## src/rtl/seg_display_sequencer.sv

```systemverilog
// seg_display_sequencer: buffers 4-bit nibbles from a valid/ready producer in a
// small FIFO and shows each one as a hex glyph on a 7-segment display for a
// fixed dwell time, followed by an optional blank gap. The dp output is a busy
// indicator that is lit while a glyph or its trailing gap is on the display.
module seg_display_sequencer #(
    parameter int DEPTH        = 4,
    parameter int DWELL_CYCLES = 16,
    parameter int GAP_CYCLES   = 2
) (
    input  logic       clk,
    input  logic       rst_n,
    input  logic       ena,
    input  logic       in_valid,
    input  logic [3:0] in_data,
    output logic       in_ready,
    output logic [6:0] segments,
    output logic       dp
);

    localparam int AW      = $clog2(DEPTH);
    localparam int CW      = AW + 1;
    localparam int CNT_MAX = (DWELL_CYCLES > GAP_CYCLES) ? DWELL_CYCLES : GAP_CYCLES;
    localparam int CNTW    = (CNT_MAX > 1) ? $clog2(CNT_MAX) : 1;

    localparam logic [CNTW-1:0] DWELL_LOAD = CNTW'(DWELL_CYCLES - 1);
    localparam logic [CNTW-1:0] GAP_LOAD   = CNTW'((GAP_CYCLES > 0) ? GAP_CYCLES - 1 : 0);
    localparam logic [6:0]      SEG_DASH   = 7'h40;
    localparam logic [6:0]      SEG_BLANK  = 7'h00;

    typedef enum logic [1:0] {
        S_IDLE,
        S_SHOW,
        S_GAP
    } state_t;

    state_t            state, state_next;
    logic [CNTW-1:0]   cnt, cnt_next;
    logic [6:0]        seg_next;
    logic              dp_next;

    logic [3:0]        mem [DEPTH];
    logic [AW-1:0]     head, tail;
    logic [CW-1:0]     count;
    logic              full, empty, push, pop;

    // Hex digit to active-high segment pattern (bit0 = a .. bit6 = g).
    function automatic logic [6:0] hex7(input logic [3:0] n);
        case (n)
            4'h0: hex7 = 7'h3F;
            4'h1: hex7 = 7'h06;
            4'h2: hex7 = 7'h5B;
            4'h3: hex7 = 7'h4F;
            4'h4: hex7 = 7'h66;
            4'h5: hex7 = 7'h6D;
            4'h6: hex7 = 7'h7D;
            4'h7: hex7 = 7'h07;
            4'h8: hex7 = 7'h7F;
            4'h9: hex7 = 7'h6F;
            4'hA: hex7 = 7'h77;
            4'hB: hex7 = 7'h7C;
            4'hC: hex7 = 7'h39;
            4'hD: hex7 = 7'h5E;
            4'hE: hex7 = 7'h79;
            default: hex7 = 7'h71;
        endcase
    endfunction

    // Full is judged on the pre-edge count, so a same-cycle pop never opens a full FIFO.
    assign full     = (count == CW'(DEPTH));
    assign empty    = (count == '0);
    assign in_ready = ena & ~full;
    assign push     = in_valid & in_ready;

    // FIFO storage: written at the tail on every accepted nibble.
    // NOTE: storage is deliberately left out of reset; only pointers and count need a known value.
    always_ff @(posedge clk) begin
        if (push) begin
            mem[tail] <= in_data;
        end
    end

    // FIFO pointers and occupancy; pointers wrap naturally since DEPTH is a power of 2.
    // NOTE: sequential state is updated with non-blocking assignments so every register samples pre-edge values.
    always_ff @(posedge clk or negedge rst_n) begin
        if (!rst_n) begin
            head  <= '0;
            tail  <= '0;
            count <= '0;
        end else begin
            if (push) begin
                tail <= tail + AW'(1);
            end
            if (pop) begin
                head <= head + AW'(1);
            end
            case ({push, pop})
                2'b10:   count <= count + CW'(1);
                2'b01:   count <= count - CW'(1);
                default: count <= count;
            endcase
        end
    end

    // State register.
    always_ff @(posedge clk or negedge rst_n) begin
        if (!rst_n) begin
            state <= S_IDLE;
        end else begin
            state <= state_next;
        end
    end

    // Next-state decision; everything holds while ena is low.
    // NOTE: every combinational output gets a default first so no path leaves it unassigned (no latch).
    always_comb begin
        state_next = state;
        if (ena) begin
            case (state)
                S_IDLE: begin
                    if (!empty) state_next = S_SHOW;
                end
                S_SHOW: begin
                    if (cnt == '0) begin
                        if (GAP_CYCLES > 0)  state_next = S_GAP;
                        else if (empty)      state_next = S_IDLE;
                        else                 state_next = S_SHOW;
                    end
                end
                S_GAP: begin
                    if (cnt == '0) state_next = empty ? S_IDLE : S_SHOW;
                end
                default: state_next = S_IDLE;
            endcase
        end
    end

    // Datapath actions per state: pop on SHOW entry, load counter, pick next display values.
    always_comb begin
        pop      = 1'b0;
        cnt_next = cnt;
        seg_next = segments;
        dp_next  = dp;
        if (ena) begin
            case (state)
                S_IDLE: begin
                    if (!empty) begin
                        pop      = 1'b1;
                        seg_next = hex7(mem[head]);
                        dp_next  = 1'b1;
                        cnt_next = DWELL_LOAD;
                    end
                end
                S_SHOW, S_GAP: begin
                    if (cnt != '0) begin
                        cnt_next = cnt - CNTW'(1);
                    end else if (state == S_SHOW && GAP_CYCLES > 0) begin
                        seg_next = SEG_BLANK;
                        cnt_next = GAP_LOAD;
                    end else if (!empty) begin
                        pop      = 1'b1;
                        seg_next = hex7(mem[head]);
                        dp_next  = 1'b1;
                        cnt_next = DWELL_LOAD;
                    end else begin
                        seg_next = SEG_DASH;
                        dp_next  = 1'b0;
                        cnt_next = '0;
                    end
                end
                default: begin
                    seg_next = SEG_DASH;
                    dp_next  = 1'b0;
                    cnt_next = '0;
                end
            endcase
        end
    end

    // Registered display outputs and dwell/gap counter.
    always_ff @(posedge clk or negedge rst_n) begin
        if (!rst_n) begin
            segments <= SEG_DASH;
            dp       <= 1'b0;
            cnt      <= '0;
        end else begin
            segments <= seg_next;
            dp       <= dp_next;
            cnt      <= cnt_next;
        end
    end

endmodule

```

## config.mk

```make
export PLATFORM = sky130hd
export DESIGN_NAME = seg_display_sequencer
export DESIGN_NICKNAME = d
export VERILOG_FILES = /design/src/rtl/seg_display_sequencer.sv
export SDC_FILE = /design/constraint.sdc
export NUM_CORES = 1
export LEC_CHECK = 0
export CAP_MARGIN = 30
export CORE_MARGIN = 5
export CORE_UTILIZATION = 30
export DETAILED_ROUTE_END_ITERATION = 12
export SYNTH_ARGS = -nofsm -noshare
export SYNTH_HDL_FRONTEND = slang
export SYNTH_SLANG_ARGS = --single-unit
```

## constraint.sdc

```tcl
create_clock -name clk -period 4.4 [get_ports clk]
set_input_delay 0.44 -clock clk [delete_from_list [all_inputs] [get_ports clk]]
set_output_delay 0.44 -clock clk [all_outputs]
set_load 0.05 [all_outputs]
```

==> results of run 1 <==
-- synthesized netlist by cell type (all sizes together), types with 2 or more instances --
cell	number	area [sq um]
a211oi	2	15.0
buf	2	18.8
o21ai	13	68.8
mux2	2	22.5
a22o	3	26.3
xor2	4	35.0
and2	2	13.8
nor2	9	33.8
dfrtp	20	500
o31ai	2	15.0
and3	5	31.3
a21oi	12	60.1
ha	17	213
o221ai	2	17.5
edfxtp	16	480
mux2i	6	60.1
inv	17	63.8
xnor2	3	26.3
o22ai	2	12.5
nor3	3	15.0
nand2	14	52.6
mux4	5	120
a32o	3	30.0
nor3b	2	20.0
nand2b	4	25.0
-- metrics by stage --
| step | hold WS, ns | power (mW) | utilization | worst slack [ns] |
|---|---|---|---|---|
| after floorplan | 0.144 | 1.36 | - | 1.68 |
| after global placement | 0.474 | 1.57 | 0.346 | 1.63 |
| after detailed placement | 0.484 | 1.59 | 0.346 | 1.62 |
| after CTS | 0.503 | 1.89 | 0.363 | 1.60 |
| after global routing | 0.313 | 2.03 | 0.366 | 1.41 |
| final | 0.327 | 1.87 | 0.366 | 1.60 |
-- metal layers --
layer  track usage  part of all wire
met1         0.120              0.48
met2         0.130              0.44
met3        0.0304             0.058
met4        0.0421             0.020
met5             0                 0
-- power groups by stage --
stage                     Clock, mW  Combinational [mW]  Sequential (mW)
after floorplan                   0               0.702            0.661
after global placement            0               0.978            0.594
after detailed placement          0               0.990            0.595
after CTS                     0.307               0.995            0.589
after global routing          0.319                1.11            0.605
final                         0.297               0.988            0.585
-- flip-flops by register name (all words and copies together), names as in the netlist --
signal and count:
cnt 4, tail 2, count 3, segments 7, dp 1, state 2, mem 16, head 2
-- worst paths after layout --
check | startpoint | end | slack [ns] | cells past startpoint
min reg2reg | segments[3]$_DFFE_PN0P_ | segments[3]$_DFFE_PN0P_ | 0.49 | 2
min | rst_n | cnt[3]$_DFFE_PN0P_ | 0.33 | 1
max reg2reg | cnt[0]$_DFFE_PN0P_ | count[2]$_DFFE_PN0P_ | 1.60 | 11
max in group asynchronous | rst_n | segments[6]$_DFFE_PN1P_ | 3.64 | 2
max | cnt[0]$_DFFE_PN0P_ | count[2]$_DFFE_PN0P_ | 1.60 | 11
min in group clk | segments[3]$_DFFE_PN0P_ | segments[3]$_DFFE_PN0P_ | 0.49 | 2
-- cells by family (layout without fill, tap and decap cells) --
logic type / Yosys count / count (layout) / synth area share
buffers and inverters: 20 / 42 / 0.0410
adders and majority gates: 18 / 18 / 0.111
and+or+nand+nor: 44 / 44 / 0.106
AOI/OAI and AO/OA: 45 / 45 / 0.138
DFF: 37 / 37 / 0.478
xor gates and xnor gates: 7 / 7 / 0.0291
muxes: 13 / 13 / 0.0963
-- area by class of cell --
class | count | area, sq um | area share
flip-flops and latches | 37 | 1010 | 0.402
inverters | 17 | 63.8 | 0.0255
clock buffers | 5 | 68.8 | 0.0275
clock inverters | 3 | 46.3 | 0.0185
well taps | 96 | 120 | 0.0480
multi-input cells | 127 | 1010 | 0.404
repair buffers | 17 | 185 | 0.0740
-- worst max-delay path, cell delays in order, from the launching register on --
cell                      delay (ns)
sky130_fd_sc_hd__dfrtp_1        0.42
sky130_fd_sc_hd__inv_1          0.11
sky130_fd_sc_hd__ha_1           0.17
sky130_fd_sc_hd__nor3b_2        0.43
sky130_fd_sc_hd__a21oi_1        0.12
sky130_fd_sc_hd__nor3_1         0.37
sky130_fd_sc_hd__ha_1           0.27
sky130_fd_sc_hd__inv_1          0.06
sky130_fd_sc_hd__fa_1           0.37
sky130_fd_sc_hd__xor2_1         0.15
sky130_fd_sc_hd__nor2_1         0.11
sky130_fd_sc_hd__xor2_1         0.15
==> summary.md, run 1 <==
| Metric | Value |
|---|---|
| Outcome | `finished clean` |
| # nets final | `231` |
| Die area | `8790 sq um` |
| Number of instances in the synthesized netlist | `roughly 180` |
| Maximum frequency from static timing analysis | `357 MHz` |
| Total of hold buffers inserted after clock tree synthesis | `0` |
| Nets in the synthesized netlist | `210` |
| Final count of pins violating max slew | `0` |
| Max-Cap Viols | `0` |
| Number of antenna violations at the first check in global routing | `0` |
| Net switching power figure | `802 uW` |
| Fill count | `~700` |
| Buffer type at the clock tree root | `sky130_fd_sc_hd__clkbuf_8` |
| Routability congestion estimate from global placement | `0.775` |
| Launching element type of the critical path | `flop` |
| Post-route antenna net violation count | `0` |
| Starting density of the core | `0.308` |
| Worst supply voltage drop on vdd | `about 180 uV` |
| Commonest non-fill, non-tap cell in the layout | `sky130_fd_sc_hd__dfrtp_1` |
| Total inserted antenna cells | `0` |
| Mean instance size in the synthesized netlist | `11.4 sq um` |
| Synth unique cells | `44` |
| Drt first-iter violations | `48` |
| Syn. warnings | `0` |
| Critical Path Fanout Max | `9` |
| Sort of element at the end of the critical path | `flop` |
| Overall fraction of global-route tracks in use | `0.0897` |
| Final std cell area, no fill | `2500 sq um` |
| Share of the clock period used by the worst path after layout | `0.637` |
| Post-detailed-placement cell area | `between 2000 and 2500 sq um` |
| Predominant post-synthesis flop cell | `sky130_fd_sc_hd__dfrtp_1` |
| Classification of the worst setup path | `flop to flop` |
| Largest net degree at the start of global routing | `22` |
| Setup-violating endpoint count in the final report | `0` |
| Static leakage power | `around 1.0 nW` |
| Most frequent cells in the layout | `sky130_fd_sc_hd__dfrtp_1 (20), sky130_fd_sc_hd__inv_1 (17), sky130_fd_sc_hd__ha_1 (17)` |
| Die width | `approximately 94 microns` |
| Ratio of routed vias to standard cells | `~4.7` |
| Routed vias | `1,405` |
| Inserted Clock Buffers | `5` |
| Clock transition at the register clock pins on the worst setup and hold paths after CTS | `0.08 ns` |
| Register bit total from synthesis | `37` |
| Class of the tightest hold or removal check | `input pin to asynchronous set/reset pin` |
| Area growth from synthesis to layout | `18.9%` |
| Setup Skew | `0.00432 ns` |
| Number of enable flip-flop cells after synthesis | `16` |
| Worst Max-Slew Pin Slew | `about 0.79 ns` |
| Part of the power in combinational logic | `0.528` |
| Share of synthesized area occupied by flip-flops and latches | `0.478` |
| Power per cell area | `747 nW/um^2` |
| Top Ports | `17` |
| Area of the placeable core | `approximately 6800 sq um` |
| Arr. time, crit path | `3.02 ns` |
| Power Internal | `1.07 mW` |
| Count of input and output buffers | `16` |
| Headroom to the max-slew limit | `0.467` |
| Post-CTS setup repair buffer count | `0` |
| Global-route congestion overflow total | `0` |
| Share of flip-flops with an asynchronous set or reset | `0.568` |
| Total clock sinks | `37` |
| Router iterations before antenna repair | `4` |
| Proportion of power drawn by the clock network | `0.159` |
| Post-route non-filler standard cell count | `302` |
| Final WL | `3.67 mm` |
| CTS tree | `built` |
| # rows | `30` |
| Number of cells after detailed placement | `293` |
| Summed negative setup slack over all endpoints | `0 ns` |
| Share of layout cells above drive strength 1 | `0.0922` |
| Post-CTS sizing | `0` |
| Post-detailed-route DRC marker count | `0` |
| Number of buffers on the longest clock path | `2` |
| Vertical die dimension | `around 94 microns` |
| Switch share | `0.429` |
| Number of hold-slack violations in the final timing report | `0` |
| Half-perimeter wire length after detailed placement | `2.83 mm` |
| WL per Instance | `12.2 microns` |
| CP Data Required Time | `between 4 and 5 ns` |
| Final period demand of the worst path | `approximately 2.8 ns` |
| Power share of the sequential group | `0.313` |
| Wire length of the first global-routing pass | `6.31 mm` |
| # H-tree levels | `2` |
| Number of global-route vias before repair | `1,364` |
| Syn Std Cell Area | `2110 sq um` |
| Setup repair after global routing missed its margin | `false` |
| Clock latency reported for the late side of the worst-skew pair | `0.29 ns` |
(Power assumes the default switching activity.)
==> inputs of run 2 (changes only) <==
- clock period: 4.4 -> 2.35 ns (I/O delays scaled with it)
==> run 2 against run 1 <==
  * Sequential power increased by 79%
  * Register-to-register slack got worse by 1.5 ns
  * Die area unchanged
  * Core utilization increased by 2.3 points
  * Via count increased by 6.9%
  * Clock skew increased by 0.00088 ns
  * Global-route usage increased by 0.78 points
  * Clock power increased by 52%
  * Sequential share of layout area decreased by 2.4 points
  * Fmax increased by 24%
==> summary.md, run 2 (synthesis gave the netlist of run 1 again) <==
| Metric | Value |
|---|---|
| Outcome | `finished clean` |
| Met1 global-route usage | `0.127 (+0.00708)` |
| Total clock sinks | `37 (unchanged)` |
| Post-layout utilization of the core | `0.389 (+0.0229)` |
| Starting density of the core | `0.308 (unchanged)` |
| Setup Skew | `0.00520 ns (+0.000875 ns)` |
| Arr. time, crit path | `2.48 ns (-0.54 ns)` |
| Total of hold buffers inserted after clock tree synthesis | `0 (unchanged)` |
| Worst hold margin | `0.299 ns (-0.0274 ns)` |
| Half-perimeter wire length after detailed placement | `3.10 mm (+9.5%)` |
| Final period demand of the worst path | `2.26 ns (-0.538 ns)` |
| Number of buffers on the longest clock path | `2 (unchanged)` |
| Number of hold-slack violations in the final timing report | `0 (unchanged)` |
| Top Ports | `17 (unchanged)` |
| GR Layer Usage met2 | `0.155 (+0.0254)` |
| Area growth from synthesis to layout | `26.3%` |
| Inserted Clock Buffers | `5 (unchanged)` |
| Delay of the slowest cell on the worst path | `0.36 ns (-0.07 ns)` |
| Final WL | `4.07 mm (+11%)` |
| Headroom to the max-slew limit | `0.668 (+0.202)` |
| Number of flip-flops under the largest register name | `16 (unchanged)` |
| CP Data Required Time | `2.57 ns (-2.05 ns)` |
| Worst path buffer plus inverter count | `2 (unchanged)` |
| Drt first-iter violations | `36 (-25%)` |
| Class of the tightest hold or removal check | `input pin to asynchronous set/reset pin` |
| Static leakage power | `1.11 nW (+8.7%)` |
| Most frequent cells in the layout | `sky130_fd_sc_hd__buf_4 (21), sky130_fd_sc_hd__dfrtp_1 (20), sky130_fd_sc_hd__edfxtp_1 (16)` |
| Share of the clock period used by the worst path after layout | `0.963 (+0.326)` |
| GR peak layer | `met2` |
| Die width | `93.8 microns (unchanged)` |
| Largest registers | `mem (16), segments (7), cnt (4)` |
| Die area | `8790 sq um (unchanged)` |
| # rows | `30 (unchanged)` |
| Number of global-route vias before repair | `1,451 (+6.4%)` |
| Wire length of the first global-routing pass | `6.84 mm (+8.4%)` |
| Count of input and output buffers | `16 (unchanged)` |
| WL per Instance | `12.6 microns (+4.0%)` |
| Sort of element at the end of the critical path | `flop` |
| Setup slack of the worst register-to-register path | `0.09 ns (-1.51 ns)` |
| Routed vias | `1,502 (+6.9%)` |
| Classification of the worst setup path | `flop to flop` |
| Largest Register | `mem` |
| Final count of pins violating max slew | `0 (unchanged)` |
| Routability congestion estimate from global placement | `0.780 (+0.68%)` |
| Worst Max-Slew Pin Slew | `0.496 ns (-0.298 ns)` |
| Overall fraction of global-route tracks in use | `0.0975 (+0.00779)` |
| Vertical die dimension | `93.8 microns (unchanged)` |
| # H-tree levels | `2 (unchanged)` |
| Router iterations before antenna repair | `4 (unchanged)` |
| Buffer type at the clock tree root | `sky130_fd_sc_hd__clkbuf_8` |
| Post-route antenna net violation count | `0 (unchanged)` |
| Area of the placeable core | `6830 sq um (unchanged)` |
| Number of antenna violations at the first check in global routing | `0 (unchanged)` |
| Ratio of routed vias to standard cells | `4.66 (+0.26%)` |
| Launching element type of the critical path | `flop` |
| Routing usage on met3 | `0.0256 (-0.00481)` |
| Max stage delay cell, worst path | `sky130_fd_sc_hd__dfrtp_1` |
| Share of layout cells above drive strength 1 | `0.230 (+0.138)` |
| Largest net degree at the start of global routing | `22 (unchanged)` |
| Post-route non-filler standard cell count | `322 (+6.6%)` |
| Commonest non-fill, non-tap cell in the layout | `sky130_fd_sc_hd__buf_4` |
| Clock transition at the register clock pins on the worst setup and hold paths after CTS | `0.08 ns (about the same)` |
| Summed negative setup slack over all endpoints | `0 ns (unchanged)` |
| Number of cells after detailed placement | `309 (+5.5%)` |
| Cell-by-cell trace of the critical path | `inv_1 > ha_1 > nor2b_4 > a21oi_2 > nor3_2 > ha_2 > inv_1 > fa_2 > xor2_1 > nor2_1 > xor2_1` |
| CTS tree | `built` |
| # nets final | `251 (+8.7%)` |
| Critical Path Fanout Max | `2 (-7)` |
| Setup-violating endpoint count in the final report | `0 (unchanged)` |
| Global-route congestion overflow total | `0 (unchanged)` |
| Total inserted antenna cells | `0 (unchanged)` |
| Power per cell area | `1410 nW/um^2 (+89%)` |
| Post-detailed-route DRC marker count | `0 (unchanged)` |
| Worst supply voltage drop on vdd | `369 uV (+110%)` |
| Maximum frequency from static timing analysis | `442 MHz (+24%)` |
| Max-Cap Viols | `0 (unchanged)` |
| Clock latency reported for the late side of the worst-skew pair | `0.29 ns (about the same)` |
| Crit path max-delay family | `adder cells` |
## run 2: cell count changes in the layout (fill, tap and decap cells not counted), sizes merged
cell / delta
clkdlybuf4s50: -1
clkbuf: -1
buf: +22
clkinvlp: -1
clkinv: +2
bufinv: -1
## run 2: per-stage QoR
| step | power, mW | area, sq um | worst slack (ns) |
|---|---|---|---|
| after floorplan | 2.58 | 2120 | 0.0406 |
| after global placement | 3.17 | 2510 | 0.113 |
| after detailed placement | 3.21 | 2510 | 0.00922 |
| after CTS | 3.68 | 2610 | 0.0106 |
| after global routing | 4.08 | 2660 | -0.0552 |
| final | 3.76 | 2660 | 0.0875 |
## run 2: layout make-up
cell class,count,area [sq um]
multi-input cells,127,1050
flip-flops and latches,37,1010
inverters,17,63.8
clock buffers,5,68.8
fillers,698,4170
well taps,96,120
clock inverters,3,22.5
repair buffers,37,328
## run 2: path summary, 6_finish.rpt
check,from,endpoint,cells past startpoint
max,state[1]$_DFFE_PN0P_,count[2]$_DFFE_PN0P_,11
min,rst_n,cnt[1]$_DFFE_PN0P_,2
max reg2reg,state[1]$_DFFE_PN0P_,count[2]$_DFFE_PN0P_,11
min reg2reg,segments[1]$_DFFE_PN0P_,segments[1]$_DFFE_PN0P_,2
max in group asynchronous,rst_n,segments[6]$_DFFE_PN1P_,2
min in group clk,segments[1]$_DFFE_PN0P_,segments[1]$_DFFE_PN0P_,2
## run 2: per-layer routing
| layer | part of all wire | wire [microns] |
|---|---|---|
| met1 | 0.46 | 1890 |
| met2 | 0.48 | 1940 |
| met3 | 0.047 | 190 |
| met4 | 0.014 | 56 |
| met5 | 0 | 0 |
## run 2: worst register-to-register path: stages, from the launching register on
cell                      delay [ns]
sky130_fd_sc_hd__dfrtp_1        0.36
sky130_fd_sc_hd__inv_1          0.07
sky130_fd_sc_hd__ha_1           0.31
sky130_fd_sc_hd__nor2b_4        0.17
sky130_fd_sc_hd__a21oi_2        0.07
sky130_fd_sc_hd__nor3_2         0.21
sky130_fd_sc_hd__ha_2           0.22
sky130_fd_sc_hd__inv_1          0.05
sky130_fd_sc_hd__fa_2           0.33
sky130_fd_sc_hd__xor2_1         0.14
sky130_fd_sc_hd__nor2_1         0.12
sky130_fd_sc_hd__xor2_1         0.15
## run 2: timing repair
action,4_1_cts,5_1_grt
gates cloned,0,0
setup endpoints to repair,1,2
gates resized for setup,0,11
pin swaps,0,4
setup buffers,1,4
## run 2: power breakdown
| group | total, mW | switching, mW | internal (mW) |
|---|---|---|---|
| clock network | 0.450 | 0.240 | 0.210 |
| registers | 1.05 | 0.159 | 0.896 |
| logic | 2.26 | 1.22 | 1.04 |
==> inputs of run 3 (changes only) <==
- ABC_CLOCK_PERIOD_IN_PS: default -> 2350
==> results of run 3 <==
No change in the layout: final DEF, timing and power equal those of run 2.
